## config.mk

```make
export PLATFORM = sky130hd
export DESIGN_NAME = rr_mux_arbiter
export DESIGN_NICKNAME = d
export VERILOG_FILES = /design/src/rtl/rr_mux_arbiter.sv
export SDC_FILE = /design/constraint.sdc
export NUM_CORES = 1
export LEC_CHECK = 0
export ABC_AREA = 1
export ABC_CLOCK_PERIOD_IN_PS = 1600
export BUFFER_PORTS_ARGS = -buffer_cell sky130_fd_sc_hd__buf_4
export CAP_MARGIN = 0
export CELL_PAD_IN_SITES_DETAIL_PLACEMENT = 1
export CELL_PAD_IN_SITES_GLOBAL_PLACEMENT = 2
export CORE_ASPECT_RATIO = 1.75
export CORE_MARGIN = 3
export CORE_UTILIZATION = 20
export DETAILED_ROUTE_END_ITERATION = 7
export GPL_TIMING_DRIVEN = 0
export PLACE_DENSITY_LB_ADDON = 0.1
export REMOVE_ABC_BUFFERS = 1
export SLEW_MARGIN = 25
export SYNTH_ARGS = -nofsm -noshare
export SYNTH_HDL_FRONTEND = slang
export SYNTH_SLANG_ARGS = --single-unit
```

## constraint.sdc

```tcl
create_clock -name clk -period 1.6 [get_ports clk]
set_input_delay 0.08 -clock clk [delete_from_list [all_inputs] [get_ports clk]]
set_output_delay 0.08 -clock clk [all_outputs]
set_load 0.05 [all_outputs]
```

## src/rtl/rr_mux_arbiter.sv

```systemverilog
// Round-robin arbiter that steers one of N_REQ valid/ready requesters through a tree of 2:1 mux
// cells into a single registered output stage with back-pressure.

module mux #(
    parameter int unsigned WIDTH = 8
) (
    input  logic [WIDTH-1:0] in0,
    input  logic [WIDTH-1:0] in1,
    input  logic             sel,
    output logic [WIDTH-1:0] out
);

    assign out = sel ? in1 : in0;

endmodule

module rr_mux_arbiter #(
    parameter  int unsigned N_REQ = 4,
    parameter  int unsigned WIDTH = 8,
    localparam int unsigned IDX_W = $clog2(N_REQ)
) (
    input  logic                   clk,
    input  logic                   rst,
    input  logic [N_REQ-1:0]       req_valid,
    input  logic [N_REQ*WIDTH-1:0] req_data,
    output logic [N_REQ-1:0]       req_ready,
    output logic                   out_valid,
    output logic [WIDTH-1:0]       out_data,
    output logic [IDX_W-1:0]       out_grant,
    input  logic                   out_ready
);

    // Mux tree is built over a power-of-two leaf count; unused leaves are tied to zero.
    localparam int unsigned LEAVES = 1 << IDX_W;

    typedef enum logic {StEmpty, StFull} state_e;

    state_e           state_q, state_d;
    logic [WIDTH-1:0] data_q, data_d;
    logic [IDX_W-1:0] grant_q, grant_d;
    logic [IDX_W-1:0] last_q, last_d;

    logic             load;
    logic             any_valid;
    logic [IDX_W-1:0] win;
    logic [WIDTH-1:0] leaf [LEAVES];
    logic [WIDTH-1:0] mux_out;

    // Round-robin search starting just after the last granted index.
    always_comb begin
        int unsigned idx;
        logic [IDX_W-1:0] cand;
        any_valid = 1'b0;
        win       = last_q;
        idx       = 0;
        cand      = '0;
        for (int unsigned off = 1; off <= N_REQ; off++) begin
            idx  = (32'(last_q) + off) % N_REQ;
            cand = IDX_W'(idx);
            if (!any_valid && req_valid[cand]) begin
                any_valid = 1'b1;
                win       = cand;
            end
        end
    end

    for (genvar i = 0; i < LEAVES; i++) begin : g_leaf
        if (i < N_REQ) begin : g_used
            assign leaf[i] = req_data[i*WIDTH +: WIDTH];
        end else begin : g_pad
            assign leaf[i] = '0;
        end
    end

    // Level l halves the candidates using win[l]; level 0 sits next to the leaves.
    for (genvar l = 0; l < IDX_W; l++) begin : g_lvl
        localparam int unsigned NSRC = LEAVES >> l;
        logic [WIDTH-1:0] src  [NSRC];
        logic [WIDTH-1:0] node [NSRC/2];

        for (genvar j = 0; j < NSRC; j++) begin : g_src
            if (l == 0) begin : g_from_leaf
                assign src[j] = leaf[j];
            end else begin : g_from_lvl
                assign src[j] = g_lvl[l-1].node[j];
            end
        end

        for (genvar j = 0; j < NSRC / 2; j++) begin : g_node
            mux #(
                .WIDTH(WIDTH)
            ) u_mux (
                .in0(src[2*j]),
                .in1(src[2*j+1]),
                .sel(win[l]),
                .out(node[j])
            );
        end
    end

    assign mux_out = g_lvl[IDX_W-1].node[0];

    always_comb begin
        state_d   = state_q;
        data_d    = data_q;
        grant_d   = grant_q;
        last_d    = last_q;
        req_ready = '0;
        load      = (state_q == StEmpty) || out_ready;

        if (load) begin
            if (any_valid) begin
                state_d        = StFull;
                data_d         = mux_out;
                grant_d        = win;
                last_d         = win;
                req_ready[win] = 1'b1;
            end else begin
                state_d = StEmpty;
            end
        end

        // No handshake may complete in a cycle whose edge is a reset.
        if (rst) begin
            req_ready = '0;
        end
    end

    always_ff @(posedge clk) begin
        if (rst) begin
            state_q <= StEmpty;
            data_q  <= '0;
            grant_q <= '0;
            last_q  <= IDX_W'(N_REQ - 1);
        end else begin
            state_q <= state_d;
            data_q  <= data_d;
            grant_q <= grant_d;
            last_q  <= last_d;
        end
    end

    assign out_valid = (state_q == StFull);
    assign out_data  = data_q;
    assign out_grant = grant_q;

    req_ready_onehot: assert property (@(posedge clk) $onehot0(req_ready));

endmodule

```

==> results_dict.tcl, run 1 <==
set metrics [dict create \
    outcome "finished with violations" \
    violations "negative setup slack" \
    crit_end "req_ready[2]" \
    ant_nets 0 \
    min_path_type "input port to flip-flop" \
    p_leak_nw 0.994 \
    register_area_um2 265 \
    r2r-start "last_q[1]" \
    clock-sinks 13 \
    synthCells 178 \
    pwr-share-seq_pct 12.1 \
    p_per_area_nw_per_um2 2320 \
    grt_pass1_vias 1541 \
    core_um2 5300 \
    path_clk_slew_ns 0.06 \
    fin_skew_ns 0.00352 \
    insertion_delay_ns 0.24 \
    avgRoutedWirePerCell_um 14.7 \
    final_max_slew_viol_count 0 \
    antennaDiodeCount 0 \
    sw_frac_of_total_pct 55.8 \
    startpoint "last_q[0]" \
    critPathRequiredTime_ns 1.52 \
    layout_setup_ws_ns -0.397 \
    timing.hold.ws_ns 0.167 \
    synth_ff_type "dfxtp_1" \
    ioPinCount 54 \
    yosysUniqueCellTypes 21 \
    worstSetupPathType "flip-flop to output port" \
    final_common_cell "buf_4" \
    finalSetupViolations 16 \
    grt_max_degree 19 \
    crit_arrival_ns 1.92 \
    dr.pass1.iters 4 \
    combPwrFrac_pct 81.4 \
    place_area_um2 1520 \
    drcViolationCount 0 \
    critPathLaunchType "flip-flop" \
    multiInputGateArea_um2 885 \
    die_x_um 62.0 \
    postCtsHoldBufs 0 \
    io_buffers 53 \
    vias_per_cell 4.47 \
    hold_viol 0 \
    r2r-end "last_q[0]" \
    fin_crit_ns 2.00 \
    hpwlAfterDp_um 3450 \
    wl_um 4870 \
    final_core_util_pct 37.8 \
    fill_cells 689 \
    die-area_um2 6450 \
    vdd_drop_max_mv 0.720 \
    vias 1478 \
    drt_iter0_drc 63 \
    cp_max_fo 6 \
    nets 297 \
    drv_cap 0 \
    grt_pass1_wl_um 7640 \
    place_congestion 0.768 \
    root_buffer "clkbuf_8" \
    cts_buffers 3 \
    worstRegToRegCells 14 \
    fmax_mhz 501 \
    overflow 0 \
    antenna_found_initial 0 \
    r2r_slack_ns -0.35 \
    clkPwrFrac_pct 6.5 \
    ys_seq_elements 13 \
    start_util_pct 20.7 \
    area_growth_pct 82.2 \
    layout_common_cells "buf_4, nand3_1, nand2_1, nand2_2, dfxtp_1" \
    end_kind "output port" \
    fin_area_um2 2000 \
    synth_warnings 0 \
    row_count 35 \
    drive_gt1_share_pct 52.9 \
    rsz0062_at_grt "yes" \
    yosysSeqAreaShare_pct 23.7 \
    htree_levels 1 \
    intPower_w 0.00206 \
    avgSynthCellArea_um2 6.17 \
    tightest_slew_ns 0.215 \
    syn_area_um2 1100 \
    clockBufferDepth 2 \
    synthArstFlopShare_pct 0 \
    synth_edf_count 0 \
    p_switching_w 0.00259 \
    max_slew_margin_pct 85.6 \
    track_usage_pct 15.5 \
    min_period_over_period_pct 125 \
    dieHeight_um 104 \
    tritoncts "yes" \
]
[cells in the mapped netlist (2+ instances only)]
library cell	number	area, um^2
nor2_1	5	18.8
nand3_2	2	20.0
a21oi_1	2	10.0
buf_4	3	22.5
dfxtp_1	13	260
inv_1	6	22.5
buf_6	4	45.0
o21ai_0	2	10.0
inv_2	4	15.0
nand2_4	3	33.8
nor2_2	2	12.5
nand2_1	59	221
nand3_1	55	275
nand2_2	11	68.8
[layout make-up]
type,count,share of cell area [%]
clock buffers,3,2.06
clock inverters,1,0.250
inverters,11,2.81
multi-input cells,147,44.2
flip-flops and latches,13,13.2
well taps,74,4.63
repair buffers,81,32.4
repair inverters,1,0.375
[how the worst min path moves through the flow]
stage	from	end	slack, ns	cells after the start
6_report	rst	out_grant[0]	0.17	4
5_1_grt	rst	out_grant[0]	0.17	4
4_1_cts	rst	out_valid	0.17	4
3_5_place_dp	rst	out_valid	0.38	4
3_3_place_gp	rst	out_valid	0.36	4
2_1_floorplan	rst	out_valid	0.24	3
[power by group through the flow]
stage               logic (W)  registers [W]  clock network [W]
floorplan             0.00166       0.000872                  0
global route          0.00416       0.000575           0.000336
CTS                   0.00339       0.000555           0.000315
finish                0.00378       0.000560           0.000304
global placement      0.00277       0.000559                  0
detailed placement    0.00280       0.000561                  0
[through the flow]
stage	cells	TNS (ns)	power, W	setup WS, ns
after floorplan	171	-4.64	0.00253	-0.731
after global placement	298	-11.16	0.00333	-0.915
after detailed placement	298	-11.87	0.00336	-0.937
after CTS	322	-4.64	0.00426	-0.465
after global routing	331	-6.56	0.00507	-0.487
final	331	-5.07	0.00465	-0.397
[critical path: stages (launching register included)]
cell and delay [ns]:
dfxtp_4 0.42, buf_6 0.14, nand2_2 0.05, nand2_2 0.08, nand2_2 0.08, nand2_4 0.11
nor2_4 0.04, nand3b_1 0.12, nand2_2 0.10, nor2_4 0.16, nand3_4 0.13, nor2_4 0.11
buf_8 0.15
[timing repair]
| item | in CTS | in global routing |
|---|---|---|
| resized for setup | 33 | 26 |
| cloned | 1 | 0 |
| pin swaps | 11 | 16 |
| endpoints found under the hold margin | 0 | 0 |
| setup endpoints to repair | 17 | 16 |
| setup buffers | 19 | 9 |
[routing by layer]
layer,share of wire [%],GRT usage (%),vias to the layer above
li1,-,-,747
met1,36,16.9,704
met2,61,29.6,25
met3,3.4,1.99,2
met4,0.18,2.73,0
met5,0,0,-
[registers in the layout, summed over array words and instances (netlist names)]
register	flops
out_grant	2
last_q	2
out_data	8
out_valid	1
[logic make-up after synthesis]
| family | Yosys count | synth area share, % |
|---|---|---|
| buf+inv | 18 | 10.1 |
| compound gates | 7 | 4.10 |
| flops | 13 | 23.7 |
| simple gates | 140 | 62.1 |
No activity file was read; power rests on OpenSTA's default activity.
==> run 2: changes to the inputs <==
- ABC_CLOCK_PERIOD_IN_PS: 1600 -> 1700
- CORE_ASPECT_RATIO: 1.75 -> 0.8
- clock period: 1.6 -> 1.7 ns (I/O delays scaled with it)
==> run 2 against run 1 <==
Against the previous run: the flow still finishes with violations (negative setup slack); worst setup slack improved by 0.094 ns; critical path depth did not move; via count grew 0.88%; global-route usage rose by 0.31 points; non-clock buffer count shrank 4; final area fell by 0.50%; first-iteration DRC count is 41% lower; total power is 4.0% lower; count of clock-buffer cells in the layout grew 1; critical path type unchanged; critical endpoint is now req_ready[3].
==> results_dict.tcl, run 2 (synthesis results as in run 1) <==
set metrics [dict create \
    dr.pass1.iters 4 \
    cts_buffers 3 \
    critPathLaunchType "flip-flop" \
    clkPwrFrac_pct 6.5 \
    route.met2.wl_um 2360 \
    intPower_w 0.00196 \
    topRoutingLayerUsed "met4" \
    final_max_slew_viol_count 0 \
    outcome "finished with violations" \
    combPwrFrac_pct 81.6 \
    vdd_drop_max_mv 1.10 \
    tritoncts "yes" \
    area_growth_pct 81.3 \
    io_buffers 53 \
    min_path_type "input port to flip-flop" \
    root_buffer "clkbuf_8" \
    largest_register_ffs 8 \
    fmax_mhz 499 \
    track_usage_pct 15.8 \
    fin_skew_ns 0.00113 \
    layout_setup_ws_ns -0.303 \
    antenna_found_initial 0 \
    drt-met1-wl_um 2220 \
    hold_viol 0 \
    critPathRequiredTime_ns 1.62 \
    drcViolationCount 0 \
    p_per_area_nw_per_um2 2240 \
    drive_gt1_share_pct 52.8 \
    tightest_slew_ns 0.411 \
    min_period_over_period_pct 118 \
    sw_frac_of_total_pct 56.2 \
    start_util_pct 21.3 \
    rsz0062_at_grt "yes" \
    overflow 0 \
    hpwlAfterDp_um 3240 \
    die_x_um 88.9 \
    ioPinCount 54 \
    p_switching_w 0.00251 \
    drt_iter0_drc 37 \
    fill_cells 652 \
    clockBufferDepth 2 \
    place_congestion 0.776 \
    worstSetupPathType "flip-flop to output port" \
    die-area_um2 6420 \
    layout_common_cells "buf_4, nand3_1, nand2_1, nand2_2" \
    grt_pass1_vias 1613 \
    insertion_delay_ns 0.24 \
    drv_cap 0 \
    grt_max_degree 12 \
    crit_arrival_ns 1.92 \
    path_clk_slew_ns 0.06 \
    antennaDiodeCount 0 \
    routed-wl-met3_um 274 \
    cp_max_fo 6 \
    ant_nets 0 \
    clock-sinks 13 \
    final_common_cell "buf_4" \
    vias 1491 \
    fin_crit_ns 2.00 \
    end_kind "output port" \
    nets 292 \
    pwr-share-seq_pct 11.9 \
    max_slew_margin_pct 72.6 \
    htree_levels 1 \
    row_count 23 \
    grt_pass1_wl_um 7880 \
    core_um2 5150 \
    wl_um 4910 \
    p_leak_nw 0.987 \
    avgRoutedWirePerCell_um 15.6 \
    vias_per_cell 4.75 \
    dp_cells 286 \
    final_core_util_pct 38.7 \
    finalSetupViolations 13 \
    final_cell_count_no_fill 314 \
    dieHeight_um 72.3 \
    violations "negative setup slack" \
]
==> run 2: stage by stage <==
stage / setup TNS, ns / total power, W / area [um^2] / worst slack [ns] / hold slack [ns]
2_1_floorplan: -3.15 / 0.00238 / 1030 / -0.636 / 0.249
3_3_place_gp: -8.98 / 0.00311 / 1510 / -0.799 / 0.367
3_5_place_dp: -9.68 / 0.00315 / 1510 / -0.842 / 0.374
4_1_cts: -2.82 / 0.00404 / 1820 / -0.381 / 0.126
5_1_grt: -4.80 / 0.00487 / 1990 / -0.420 / 0.163
6_report: -3.32 / 0.00446 / 1990 / -0.303 / 0.127
==> run 2: per-layer routing <==
layer / track usage (%) / vias to the layer above
met5: 0 / -
met4: 3.19 / 0
met3: 3.29 / 4
met2: 26.1 / 45
met1: 21.2 / 703
li1: - / 739
==> run 2: area by class of cell <==
class | count | area (um^2) | area share [%]
clock buffer | 4 | 45.0 | 2.26
inverter | 11 | 56.3 | 2.83
multi-input combinational | 147 | 926 | 46.5
sequential | 13 | 268 | 13.4
tap | 62 | 77.6 | 3.89
timing repair buffer | 77 | 619 | 31.1
==> run 2: power by group through the flow <==
| stage | clock [W] | sequential [W] | combinational (W) |
|---|---|---|---|
| after global routing | 0.000313 | 0.000546 | 0.00401 |
| after CTS | 0.000303 | 0.000526 | 0.00321 |
| final | 0.000289 | 0.000530 | 0.00364 |
| after detailed placement | 0 | 0.000531 | 0.00262 |
| after floorplan | 0 | 0.000821 | 0.00156 |
| after global placement | 0 | 0.000526 | 0.00258 |
==> run 2: critical path: stages (launching register included) <==
cell and delay (ns):
dfxtp_4 0.43, buf_6 0.13, nand2_4 0.04, nand2_4 0.08
nand2_4 0.07, nand2_8 0.08, nor2_4 0.04, nand3b_1 0.13
nand2_2 0.09, nor2_4 0.17, nand2_2 0.11, nor2_2 0.12
buf_6 0.17
==> run 2: worst paths after layout <==
check | startpoint | endpoint | slack [ns] | cells after the start
min reg2reg | out_data[6] | out_data[6] | 0.45 | 2
max reg2reg | last_q[0] | out_data[2] | -0.27 | 14
min | rst | out_valid | 0.13 | 4
max | last_q[0] | req_ready[3] | -0.30 | 12
==> run 2: what timing repair did <==
item	4_1_cts	5_1_grt
resized for setup	36	34
cloned	0	0
setup endpoints to repair	17	16
pin swaps	11	19
setup buffers	20	4
hold buffers	0	0
